==> config.mk <==
export PLATFORM = sky130hd
export DESIGN_NAME = uart_baud_ctrl
export DESIGN_NICKNAME = d
export VERILOG_FILES = /design/src/rtl/uart_baud_ctrl.sv
export SDC_FILE = /design/constraint.sdc
export NUM_CORES = 1
export LEC_CHECK = 0
export ABC_AREA = 1
export BUFFER_PORTS_ARGS = -buffer_cell sky130_fd_sc_hd__buf_2
export CORE_ASPECT_RATIO = 1.75
export CORE_UTILIZATION = 35
export DETAILED_ROUTE_END_ITERATION = 7
export GPL_ROUTABILITY_DRIVEN = 0
export GPL_TIMING_DRIVEN = 0
export SLEW_MARGIN = 20
export SYNTH_ARGS = -nofsm -noshare
export SYNTH_HDL_FRONTEND = slang
export SYNTH_SLANG_ARGS = --single-unit
==> constraint.sdc <==
create_clock -name clk -period 1.4 [get_ports clk]
set_input_delay 0.07 -clock clk [delete_from_list [all_inputs] [get_ports clk]]
set_output_delay 0.07 -clock clk [all_outputs]
set_load 0.01 [all_outputs]
==> src/rtl/uart_baud_ctrl.sv <==
`default_nettype none
// ============================================================================
//  Module   : uart_baud_ctrl
//  Purpose  : Run-time baud-rate change controller. Quiesces the UART,
//             drives a new rate code into baud_generator, restarts its
//             dividers, waits a settle window of oversample ticks and then
//             re-enables transmit and receive.
//  Revision : 1.0 - initial release
// ============================================================================
module uart_baud_ctrl #(
  parameter logic [1:0] DEFAULT_SEL  = 2'b00,
  parameter int         SETTLE_TICKS = 16,
  parameter int         TIMEOUT_CYC  = 1000000,
  parameter int         TO_W         = 20
) (
  input  logic       clk,
  input  logic       reset,
  input  logic       req_valid,
  input  logic [1:0] req_sel,
  output logic       req_ready,
  input  logic       tx_busy,
  input  logic       rx_busy,
  input  logic       inrx,
  output logic [1:0] baud_sel,
  output logic       gen_reset,
  output logic       tx_en,
  output logic       rx_en,
  output logic       done,
  output logic       err
);

  // Settle counter only needs to reach SETTLE_TICKS; keep at least one bit.
  localparam int              ST_W    = (SETTLE_TICKS > 0) ? $clog2(SETTLE_TICKS + 1) : 1;
  localparam logic [TO_W-1:0] TO_LAST = TO_W'(TIMEOUT_CYC - 1);
  localparam logic [ST_W-1:0] ST_LAST = ST_W'(SETTLE_TICKS);

  typedef enum logic [2:0] {
    S_IDLE   = 3'd0,
    S_DRAIN  = 3'd1,
    S_APPLY  = 3'd2,
    S_SETTLE = 3'd3,
    S_DONE   = 3'd4,
    S_ABORT  = 3'd5
  } state_t;

  state_t          state;
  state_t          state_nxt;
  logic [1:0]      pend_sel;
  logic [TO_W-1:0] to_cnt;
  logic [ST_W-1:0] st_cnt;
  logic [ST_W-1:0] st_cnt_inc;

  logic            accept;
  logic            quiet;
  logic            to_hit;
  logic            settled;

  logic            req_ready_nxt;
  logic [1:0]      baud_sel_nxt;
  logic            gen_reset_nxt;
  logic            tx_en_nxt;
  logic            rx_en_nxt;
  logic            done_nxt;
  logic            err_nxt;

  assign accept     = req_valid && req_ready;
  assign quiet      = !tx_busy && !rx_busy;
  assign to_hit     = (to_cnt == TO_LAST);
  // A tick arriving in the cycle that completes the window is counted.
  assign st_cnt_inc = st_cnt + ST_W'(inrx);
  assign settled    = (st_cnt_inc == ST_LAST);

  // Next-state selection and next values of every registered output.
  always_comb begin
    state_nxt     = state;
    req_ready_nxt = 1'b0;
    baud_sel_nxt  = baud_sel;
    gen_reset_nxt = 1'b0;
    tx_en_nxt     = tx_en;
    rx_en_nxt     = rx_en;
    done_nxt      = 1'b0;
    err_nxt       = 1'b0;

    case (state)
      S_IDLE: begin
        if (accept) begin
          // Same rate: nothing to reprogram, report completion directly.
          state_nxt = (req_sel == baud_sel) ? S_DONE : S_DRAIN;
        end
      end
      S_DRAIN: begin
        // Quiet UART wins over an expiring timeout in the same cycle.
        if (quiet) begin
          state_nxt = S_APPLY;
        end else if (to_hit) begin
          state_nxt = S_ABORT;
        end
      end
      S_APPLY: begin
        state_nxt = (SETTLE_TICKS == 0) ? S_DONE : S_SETTLE;
      end
      S_SETTLE: begin
        if (settled) begin
          state_nxt = S_DONE;
        end else if (to_hit) begin
          state_nxt = S_ABORT;
        end
      end
      S_DONE:  state_nxt = S_IDLE;
      S_ABORT: state_nxt = S_IDLE;
      default: state_nxt = S_IDLE;
    endcase

    // Outputs follow the state being entered so they are valid with it.
    case (state_nxt)
      S_IDLE: begin
        req_ready_nxt = 1'b1;
        tx_en_nxt     = 1'b1;
        rx_en_nxt     = 1'b1;
      end
      S_DRAIN: begin
        tx_en_nxt = 1'b0;
        rx_en_nxt = 1'b1;
      end
      S_APPLY: begin
        baud_sel_nxt  = pend_sel;
        gen_reset_nxt = 1'b1;
        tx_en_nxt     = 1'b0;
        rx_en_nxt     = 1'b0;
      end
      S_SETTLE: begin
        tx_en_nxt = 1'b0;
        rx_en_nxt = 1'b0;
      end
      // Enables keep their prior level for the pulse cycle, then reopen in IDLE.
      S_DONE:  done_nxt = 1'b1;
      S_ABORT: err_nxt  = 1'b1;
      default: begin
        req_ready_nxt = 1'b0;
      end
    endcase
  end

  // State, counters, latched request and registered outputs.
  always_ff @(posedge clk) begin
    if (reset) begin
      state     <= S_IDLE;
      pend_sel  <= DEFAULT_SEL;
      to_cnt    <= '0;
      st_cnt    <= '0;
      req_ready <= 1'b1;
      baud_sel  <= DEFAULT_SEL;
      gen_reset <= 1'b0;
      tx_en     <= 1'b1;
      rx_en     <= 1'b1;
      done      <= 1'b0;
      err       <= 1'b0;
    end else begin
      state     <= state_nxt;
      if (accept) begin
        pend_sel <= req_sel;
      end
      // Timeout runs only while waiting on the UART or on the settle window.
      if ((state == S_DRAIN) || (state == S_SETTLE)) begin
        to_cnt <= to_cnt + 1'b1;
      end else begin
        to_cnt <= '0;
      end
      if (state == S_SETTLE) begin
        st_cnt <= st_cnt_inc;
      end else begin
        st_cnt <= '0;
      end
      req_ready <= req_ready_nxt;
      baud_sel  <= baud_sel_nxt;
      gen_reset <= gen_reset_nxt;
      tx_en     <= tx_en_nxt;
      rx_en     <= rx_en_nxt;
      done      <= done_nxt;
      err       <= err_nxt;
    end
  end

endmodule
`default_nettype wire

Word level (Yosys, flattened, before mapping)
Cells that the tools add are included.
Word-level totals
  register bits: 38
  word-level logic and storage cells: 52
Cells by class
  add/sub/neg operators: 2
  equality and inequality tests: 11
  multiplexer cells: 12
  bitwise logic cells: 2
  reduce and logical (&&, ||, !) cells: 14
Operator list (count)
  $add 20x1->20 const B: 1
  $eq 20x20->1 const B: 1
  $mux 3: 5
  $eq 3x2->1 const B: 4
  $pmux 3 s4: 1
  $reduce_or 2->1: 4
  $eq 3x1->1 const B: 2
  $eq 3x3->1 const B: 2
  $logic_not 3->1: 2
  $add 5x1->5: 1
  $eq 5x5->1 const B: 1
  $mux 1: 4
  $pmux 1 s2: 2
  $reduce_bool 2->1: 2
  $reduce_or 3->1: 1
  $eq 2x2->1: 1
  $logic_and 1x1->1: 2
  $logic_not 1->1: 2
  $not 1->1: 2
  $logic_or 1x1->1: 1

Longest topological paths before layout
Gate-level depths: netlist of run 1.
  depth after elaboration: 7
  mapped depth: 12

Worst setup path before layout of run 1
OpenSTA, ideal clock, no wires.
  path type: register to register
  from: register st_cnt[0]
  to: register tx_en
  setup time: 115 ps
  data arrival time: 1446 ps
  setup slack: -161 ps
  cell stages (with the launch flop): 11
  path buffers: 0
  clock period less this slack: 1561 ps
  path through: dfxtp_1 ha_1 ha_1 nor2_1 nand3_1 nor2_1 nand3_1 nand3_2 nand2_2 nand3_1 nand2_1
On the way
  word-level cells in the longest chain between the ends: 7
Ends and longest elaborated chain
  from (decl): line 50  | logic [ST_W-1:0] st_cnt;
  from (signal assigned): line 170  | st_cnt <= st_cnt_inc;
  $add 5x1->5 (*): line 70  | assign st_cnt_inc = st_cnt + ST_W'(inrx);
  named net st_cnt_inc[1]: line 51  | logic [ST_W-1:0] st_cnt_inc;
  $eq 5x5->1 (*): line 71  | assign settled = (st_cnt_inc == ST_LAST);
  $mux 3 (*): line 103  | if (settled) begin
  $pmux 3 s4 (*): line 84  | case (state)
  $eq 3x2->1 or $eq 3x1->1 (tied branches): line 115  | case (state_nxt)
  $reduce_or 3->1 (no source line)
  $pmux 1 s2 or $reduce_bool 2->1 (tied branches)
  to (signal assigned): line 177  | tx_en <= tx_en_nxt;
  to (decl): line 26  | output logic tx_en,
Mark *: on every way through the listed nets, which the timed path passes. The rest lies on a longest branch.
A chain may end at the register's enable or synchronous reset.

Worst setup path in the final report of run 1
Same ends and word-level chain as after synthesis.

==> flow_summary.ini, run 1 <==
[worst_setup_path]
cp-end-kind = register
cp_top_family = simple AND/OR/NAND/NOR gates
critPathBufInv = 0
crit_chain = ha_4 > ha_4 > nor2_4 > nand3_2 > nor2_2 > nand3_2 > nand3_4 > nand2_4 > nand3_2 > nand2_1
worst_path_largest_cell_delay_ns = 0.33
path_common_cell = nand3_2
worstPathRequired_ns = 1.60
cp.arrival_ns = 1.72
critPathKind = register to register
worst_path_max_delay_cell = dfxtp_2
cp_max_fo = 3
critPathLaunchType = register

[timing]
finalCriticalPeriod_ns = 1.52
max_freq_mhz = 657
rsz0062_at_grt = true
fin_ws_ns = -0.122
finalHoldViolations = 0
tightest_slew_ns = 0.310
final.period_utilization_pct = 109
final_max_slew_viol_count = 0
maxSlewHeadroom_pct = 79.3
setup_viol = 10
clock_skew_ns = 0.00586

[drt]
vias_per_cell = 4.91
dr.pass1.iters = 4
ant_nets = 0
wl_per_cell_um = 11.2
num_vias = 1690
drt-initial-drc-count = 34
routed_wl_um = 3860
drc = 0

[logic_synthesis]
synthesis.nets = 268
ys_seq_elements = 38
syn_area_per_cell_sq_um = 7.12
synth_top_cell_area_share_pct = 41.6
synth_warnings = 0
synth_top_cells_by_area = dfxtp_1 (42%), nand2_1 (11%), inv_1 (8.4%)
synth_cell_types = 26
synth-edff-count = 0
yosysSeqAreaShare_pct = 41.6
synth_ff_type = dfxtp_1
synthArstFlopShare_pct = 0
syn-cell-area_sq_um = 1830
synthesis.instances = 257
synth_top_area_cell = dfxtp_1

[floorplanning]
core_area_sq_um = 4980
rows = 34
die_h_um = 97.6
die-area_sq_um = 5530
die_x_um = 56.7
ios = 16
floorplan.initialDensity_pct = 36.8

[worst_hold_path]
min_path_type = input port to register

[global_routing]
grt_pass1_vias = 1617
antenna_found_initial = 0
overflow = 0
grt_max_degree = 13
grt_pass1_wl_um = 6820
grt_use_total_pct = 15.7

[status]
status = finished, violations left
violations = setup timing

[clock_network]
hold_buffers = 0
clock_path_buffers = 2
htreeDepth = 2
cts_tree = built
clkSinkCount = 38
clk_latency_ns = 0.29
cts_buffers = 5
cts.clk_slew.worst_paths_ns = 0.08
cts_root_buffer = clkbuf_8

[power]
p_per_area_nw_per_um2 = 1020
ir_worst_vdd_v = 0.000890
power_leakage_nw = 1.00

[placement]
pre_cts_ws_ns = -0.184
place_hpwl_um = 2840
placed_area_sq_um = 2010
io_buffers = 15

[layout]
area_delta_synth_final_pct = 26.8
drive_gt1_share_pct = 29.7
design_area_sq_um = 2320
num_antenna_cells = 0
nets = 300

[run]
drv_cap = 0
-- metrics by stage --
step	TNS, ns	util, %	hold WS, ns	total power, W	instances
floorplan	-0.0110	-	0.139	0.00137	257
detailed placement	-1.77	40.5	0.316	0.00146	326
CTS	-0.418	45.4	0.00379	0.00240	343
finish	-0.621	46.6	0.00137	0.00237	344
global placement	-1.47	40.5	0.327	0.00145	326
global route	-2.27	46.6	0.00873	0.00249	344
-- synth_stat cells, drive strengths merged, types with 3 or more instances --
cell	number
a21oi	16
o21ai	13
dfxtp	38
nand2	61
nand3	19
o21a	3
inv	42
ha	3
nor3b	5
nand4	4
nor2	35
nor3	10
-- power by group --
group,internal [W],switching [W],total (W)
combinational,0.000106,0.000178,0.000284
sequential,0.00113,0.0000316,0.00116
clock,0.000525,0.000402,0.000927
-- metal layers --
layer	part of all wire, %	wire, um	GRT usage, %	up-vias
li1	-	-	-	884
met3	2.2	84	2.40	6
met5	0	0	0	-
met2	56	2150	29.6	21
met1	40	1540	16.2	779
met4	2.1	81	7.32	0
-- cell families (layout without fill, tap and decap cells) --
kind of cell | count (synthesis) | count (layout) | share of synthesized area (%)
flip-flops | 38 | 38 | 41.6
AO/OA/AOI/OAI | 35 | 35 | 10.3
AND/OR/NAND/NOR | 137 | 137 | 37.1
buffers and inverters | 44 | 77 | 9.03
adder cells (fa/ha/maj) | 3 | 3 | 2.05
-- area by class of cell --
cell class | instances | area, sq um
buffer | 2 | 10.0
fill | 495 | 2660
sequential | 38 | 774
clock buffer | 5 | 68.8
tap | 54 | 67.6
multi-input combinational | 175 | 1050
timing repair buffer | 25 | 150
inverter | 42 | 158
clock inverter | 3 | 40.0
-- worst register-to-register path, cell delays in order, from the launching register on --
cell and delay (ns):
dfxtp_2 0.33, ha_4 0.16, ha_4 0.22, nor2_4 0.12, nand3_2 0.07, nor2_2 0.12
nand3_2 0.11, nand3_4 0.13, nand2_4 0.06, nand3_2 0.07, nand2_1 0.04
-- path summary, 6_finish.rpt --
check	slack, ns	endpoint	start	depth (start not counted)
min reg2reg	0.46	to_cnt[0]	to_cnt[0]	1
max reg2reg	-0.12	tx_en	st_cnt[0]	10
min	0.001	gen_reset	reset	2
max	-0.12	tx_en	st_cnt[0]	10
-- layout by cell type, fill, tap and decap left out, types with 2 or more instances in the layout --
cell type,count
nand2_4,3
nor3_2,6
o21ai_0,9
o21a_1,3
nand3_2,8
dfxtp_1,31
nor2_2,2
o21ai_1,4
dfxtp_4,2
clkinv_2,2
nand3b_1,2
nor3b_1,2
ha_4,3
a21oi_1,16
dfxtp_2,5
inv_1,39
nor3_1,3
nand3_1,10
nor3b_2,3
nor2_1,27
inv_2,3
nor2_4,6
nand2_1,51
nand2_2,7
clkbuf_8,5
a31oi_1,2
buf_4,10
buf_2,16
nand4_1,4
-- flip-flops by register name (all words and copies together), names as in the netlist --
name       count
baud_sel       2
done           1
err            1
gen_reset      1
pend_sel       2
req_ready      1
rx_en          1
st_cnt         5
state          3
to_cnt        20
tx_en          1
-- timing repair --
action,in CTS,in global routing
pin swaps,11,10
buffers inserted,9,1
resized for setup,23,12
endpoints found under the setup margin,22,20
Note: power is estimated with default switching activity, not from simulation.
==> run 2, diff against run 1 <==
- ABC_AREA: 1 -> unset
==> run 2 against run 1 <==
  * The run still ends with setup timing left
  * Synthesized area fell by 7.5%
  * Utilization rose by 0.62 points
  * Flip-flop and latch count did not move
  * Setup slack got worse by 0.53 ns
  * Via count fell by 17%
  * Register-to-register slack got worse by 0.53 ns
  * Die area fell by 7.3%
  * Critical path type unchanged
  * Critical endpoint unchanged
==> flow_summary.ini, run 2 <==
[floorplanning]
die-area_sq_um = 5130
floorplan.initialDensity_pct = 36.3
ios = 16
rows = 33
die_h_um = 94.0
core_area_sq_um = 4670
die_x_um = 54.6

[drt]
wl_per_cell_um = 13.2
highest_layer = met4
dr.pass1.iters = 6
num_vias = 1398
dr_wl_met3_um = 99
drc = 0
vias_per_cell = 5.14
ant_nets = 0
drt-initial-drc-count = 35
routed_wl_um = 3580
wl_met2_um = 2050
met1_length_um = 1360

[logic_synthesis]
synth_top_cells_by_area = dfxtp_1 (45%), nor2_1 (6.9%), xor2_1 (6.7%)
yosysMostFrequentCell = dfxtp_1
syn_area_per_cell_sq_um = 9.09
synth-edff-count = 0
synth_top_area_cell = dfxtp_1
synthesis.instances = 186
synthArstFlopShare_pct = 0
ys_seq_elements = 38
synthesis.nets = 197
synth_cell_types = 43
synth_ff_type = dfxtp_1
yosysSeqAreaShare_pct = 45.0
synth_top_cell_area_share_pct = 45.0
synth_common_cells = dfxtp_1 (38), nor2_1 (31), nand2_1 (20), xor2_1 (13), nand3_1 (12)
synth_warnings = 0
syn-cell-area_sq_um = 1690

[worst_setup_path]
cp_top_family = simple AND/OR/NAND/NOR gates
cp-startpoint = st_cnt[0]
worstPathRequired_ns = 1.61
worst_path_max_delay_cell = or4b_4
reg2reg_from = st_cnt[0]
regToRegSetupSlack_ns = -0.65
worstReg2RegEnd = tx_en
cp.arrival_ns = 2.27
cp_max_fo = 3
cp-end-kind = register
worst_path_largest_cell_delay_ns = 0.58
critPathBufInv = 0
critPathKind = register to register
crit_chain = ha_4 > ha_4 > nor3b_2 > a31oi_1 > or4b_4 > o211ai_4 > o211ai_1 > o211ai_1
critPathLaunchType = register
ff2ff_path_depth = 8

[timing]
finalHoldViolations = 0
final_max_slew_viol_count = 0
maxSlewHeadroom_pct = 70.8
clock_skew_ns = 0.00304
tightest_slew_ns = 0.438
finalSetupTns_ns = -5.42
setup_viol = 13
max_freq_mhz = 487
final.period_utilization_pct = 147
fin_ws_ns = -0.654
finalCriticalPeriod_ns = 2.05
rsz0062_at_grt = true
whs_ns = 0.0590

[placement]
placed_area_sq_um = 1860
place_hpwl_um = 2490
io_buffers = 14
dp.cells = 252

[clock_network]
cts.clk_slew.worst_paths_ns = 0.07
clkSinkCount = 38
htreeDepth = 2
cts_root_buffer = clkbuf_8
clk_latency_ns = 0.28
clock_path_buffers = 2
hold_buffers = 0
cts_buffers = 5
cts_tree = built

[power]
power_leakage_nw = 0.826
p_per_area_nw_per_um2 = 950
ir_worst_vdd_v = 0.000591

[global_routing]
antenna_found_initial = 0
overflow = 0
grt_use_total_pct = 15.3
grt_pass1_vias = 1304
grt_pass1_wl_um = 5540
grt_max_degree = 13

[layout]
drive_gt1_share_pct = 37.7
largest_register_ffs = 20
top_register = to_cnt
design_area_sq_um = 2200
reg.largest.list = to_cnt x20, st_cnt x5, state x3
num_antenna_cells = 0
finalNonFillerCells = 272
area_delta_synth_final_pct = 30.3
layout_commonest_cell = nor2_1
final_cell_mix = nor2_1 (30), dfxtp_1 (26), nand2_1 (19), buf_2 (14), xor2_1 (13)
nets = 230

[worst_hold_path]
hold_depth = 3
hold_path_end = pend_sel[0]
min_path_type = input port to register
holdCritStartpoint = req_sel[0]

[status]
status = finished, violations left
violations = setup timing

[run]
drv_cap = 0
[run 2: cell types whose count changed in the layout (fill, tap and decap cells not counted), moves of 6 or more]
cell	previous run	this run
nand2_2	7	1
xor2_1	0	13
a21oi_1	16	3
xnor2_1	0	7
nand2_1	51	19
o21ai_0	9	3
inv_1	39	3
and3_1	0	6
[run 2: worst register-to-register path, cell delays in order (launching register included)]
cell,delay [ns]
dfxtp_2,0.33
ha_4,0.16
ha_4,0.16
nor3b_2,0.15
a31oi_1,0.06
or4b_4,0.58
o211ai_4,0.21
o211ai_1,0.15
o211ai_1,0.19
[run 2: power breakdown]
part | total (W) | switching, W | internal, W
registers | 0.00113 | 0.0000233 | 0.00110
clock network | 0.000778 | 0.000382 | 0.000396
logic | 0.000188 | 0.000101 | 0.0000869
[run 2: how the worst max path moves through the flow]
stage	end	cells after the start
3_3_place_gp	tx_en	8
3_5_place_dp	tx_en	8
5_1_grt	err	9
6_report	tx_en	8
4_1_cts	tx_en	8
2_1_floorplan	tx_en	8
[run 2: stage by stage]
step	power, W	utilization (%)	setup WS (ns)
global placement	0.00131	39.8	-0.692
floorplan	0.00126	-	-0.550
finish	0.00209	47.2	-0.654
CTS	0.00211	44.2	-0.716
global route	0.00218	47.2	-0.775
detailed placement	0.00131	39.8	-0.707
[run 2: logic make-up after synthesis]
family / synth area share (%)
xor+xnor: 11.4
simple gates: 30.2
mux: 1.18
compound gates: 8.73
buf+inv: 1.33
fa+ha+maj: 2.22
flops: 45.0
[run 2: layer usage]
metal | vias up | track usage (%)
met4 | 0 | 7.05
met5 | - | 0
met3 | 6 | 4.37
li1 | 705 | -
met1 | 668 | 13.2
met2 | 19 | 29.5
[run 2: timing repair]
item	in CTS	in global routing
setup endpoints to repair	22	17
pin swaps	8	12
resized for setup	21	24
setup buffers	6	7
[run 2: cell type report]
cell class | count | area [sq um]
tap | 52 | 65.1
multi-input combinational | 142 | 1060
sequential | 38 | 781
buffer | 2 | 8.76
fill | 444 | 2460
clock inverter | 2 | 12.5
clock buffer | 6 | 82.6
timing repair buffer | 27 | 186
inverter | 3 | 11.3
==> run 3, diff against run 2 <==
- clock period: 1.4 -> 2.7 ns (I/O delays scaled with it)
==> run 3 against run 2 <==
  * The run now ends clean
  * Register-to-register slack improved by 1.1 ns
  * Wire length fell by 7.9%
  * Clock power fell by 39%
  * Clock-buffer cell count rose by 1
  * Largest power group unchanged
  * Setup slack improved by 1.1 ns
  * Flip-flop and latch count did not move
  * Utilization fell by 5.8 points
  * Sequential power fell by 48%
  * Final area fell by 12%
  * Critical path depth did not move
  * Sequential share of layout area rose by 3.9 points
==> flow_summary.ini, run 3 (synthesis results as in run 2) <==
[layout]
layout_commonest_cell = dfxtp_1
top_register = to_cnt
drive_gt1_share_pct = 16.8
nets = 218
final-seq-area_sq_um = 761
largest_register_ffs = 20
area_delta_synth_final_pct = 14.3
multiInputGateArea_sq_um = 908
final_cell_mix = dfxtp_1 (38), nor2_1 (31), nand2_1 (20), buf_2 (14), xor2_1 (13)
reg.largest.list = to_cnt x20, st_cnt x5, state x3
num-fill-cells = 499
num_antenna_cells = 0

[worst_setup_path]
critPathBufInv = 0
cp_top_family = simple AND/OR/NAND/NOR gates
cp_max_fo = 4
cp-end-kind = register
worstPathRequired_ns = 2.91
worst_path_largest_cell_delay_ns = 0.54
worst_path_max_delay_cell = or4b_4
path_common_cell = ha_1
critPathKind = register to register
crit_chain = ha_1 > ha_1 > nor3b_1 > a31oi_1 > or4b_4 > o211ai_2 > o211ai_1 > o21ai_1
critPathLaunchType = register
cp.arrival_ns = 2.47

[clock_network]
cts_tree = built
hold_buffers = 0
cts.clk_slew.worst_paths_ns = 0.07
postCtsSetupBuffers = 0
clk_latency_ns = 0.29
htreeDepth = 2
clkSinkCount = 38
cts_root_buffer = clkbuf_8
cts_buffers = 5
clock_path_buffers = 2
cts_resized = 0

[drt]
dr.pass1.iters = 4
drt-initial-drc-count = 34
vias_per_cell = 5.15
ant_nets = 0
drc = 0
wl_per_cell_um = 12.7
num_vias = 1340
routed_wl_um = 3290

[run]
drv_cap = 0

[timing]
finalHoldViolations = 0
final.period_utilization_pct = 83.9
maxSlewHeadroom_pct = 69.6
rsz0062_at_grt = false
finalSetupTns_ns = 0
final_max_slew_viol_count = 0
fin_ws_ns = 0.434
clock_skew_ns = 0.00728
setup_viol = 0
tightest_slew_ns = 0.455
finalCriticalPeriod_ns = 2.27
max_freq_mhz = 441

[power]
seq_power_share_pct = 51.5
combPwrFrac_pct = 6.9
power_leakage_nw = 0.719
power.switching_w = 0.000251
power_frac_clock_pct = 41.6
p_per_area_nw_per_um2 = 585
switching_share_pct = 22.1
ir_worst_vdd_v = 0.000428
internal_power_w = 0.000881

[floorplanning]
rows = 33
die_x_um = 54.6
die_h_um = 94.0
core_area_sq_um = 4670
die-area_sq_um = 5130
floorplan.initialDensity_pct = 36.3
ios = 16

[worst_hold_path]
min_path_type = input port to register

[global_routing]
grt_pass1_vias = 1247
overflow = 0
grt_use_total_pct = 14.9
antenna_found_initial = 0
grt_pass1_wl_um = 5370
grt_max_degree = 12

[placement]
io_buffers = 14
pre_cts_ws_ns = 0.399
place_hpwl_um = 2490

[status]
status = complete, no violations
## run 3: cell count changes in the layout (fill, tap and decap cells not counted), sizes merged
cell / delta
buf: -13
clkinvlp: -1
clkbuf: +2
bufinv: +1
clkinv: -1
## run 3: worst min-delay path: stages
cell,delay [ns]
buf_2,0.11
nand3_1,0.06
a21oi_1,0.05
## run 3: final timing paths
path	start	end	slack, ns	depth (start not counted)
max	st_cnt[0]	req_ready	0.43	8
max reg2reg	st_cnt[0]	req_ready	0.43	8
min reg2reg	pend_sel[1]	pend_sel[1]	0.45	2
min	req_sel[0]	pend_sel[0]	0.11	3
## run 3: per-stage QoR
step	utilization, %	total power (W)	cells	cell area [sq um]	hold WS, ns
2_1_floorplan	-	0.000648	186	1690	0.282
3_3_place_gp	39.2	0.000676	252	1830	0.415
3_5_place_dp	39.2	0.000676	252	1830	0.420
4_1_cts	41.4	0.00115	260	1930	0.107
5_1_grt	41.4	0.00118	260	1930	0.119
6_report	41.4	0.00113	260	1930	0.109
## run 3: power groups by stage
stage,combinational (W),clock [W],sequential [W]
final,0.0000780,0.000471,0.000583
after global routing,0.0000880,0.000508,0.000584
after CTS,0.0000802,0.000488,0.000583
after detailed placement,0.0000803,0,0.000596
after global placement,0.0000801,0,0.000596
after floorplan,0.0000504,0,0.000597
## run 3: layer usage
| metal | global-route usage [%] | vias to the layer above | routed length, um |
|---|---|---|---|
| met4 | 7.69 | 0 | 77 |
| met1 | 14.1 | 636 | 1270 |
| met3 | 3.40 | 9 | 77 |
| met5 | 0 | - | 0 |
| li1 | - | 676 | - |
| met2 | 27.4 | 19 | 1870 |
## run 3: layout make-up
type                       count  area share (%)
multi-input combinational    142            47.0
sequential                    38            39.4
tap                           52            3.37
buffer                         3           0.583
timing repair buffer          14            3.62
clock inverter                 1            1.55
clock buffer                   7            3.95
inverter                       3           0.583
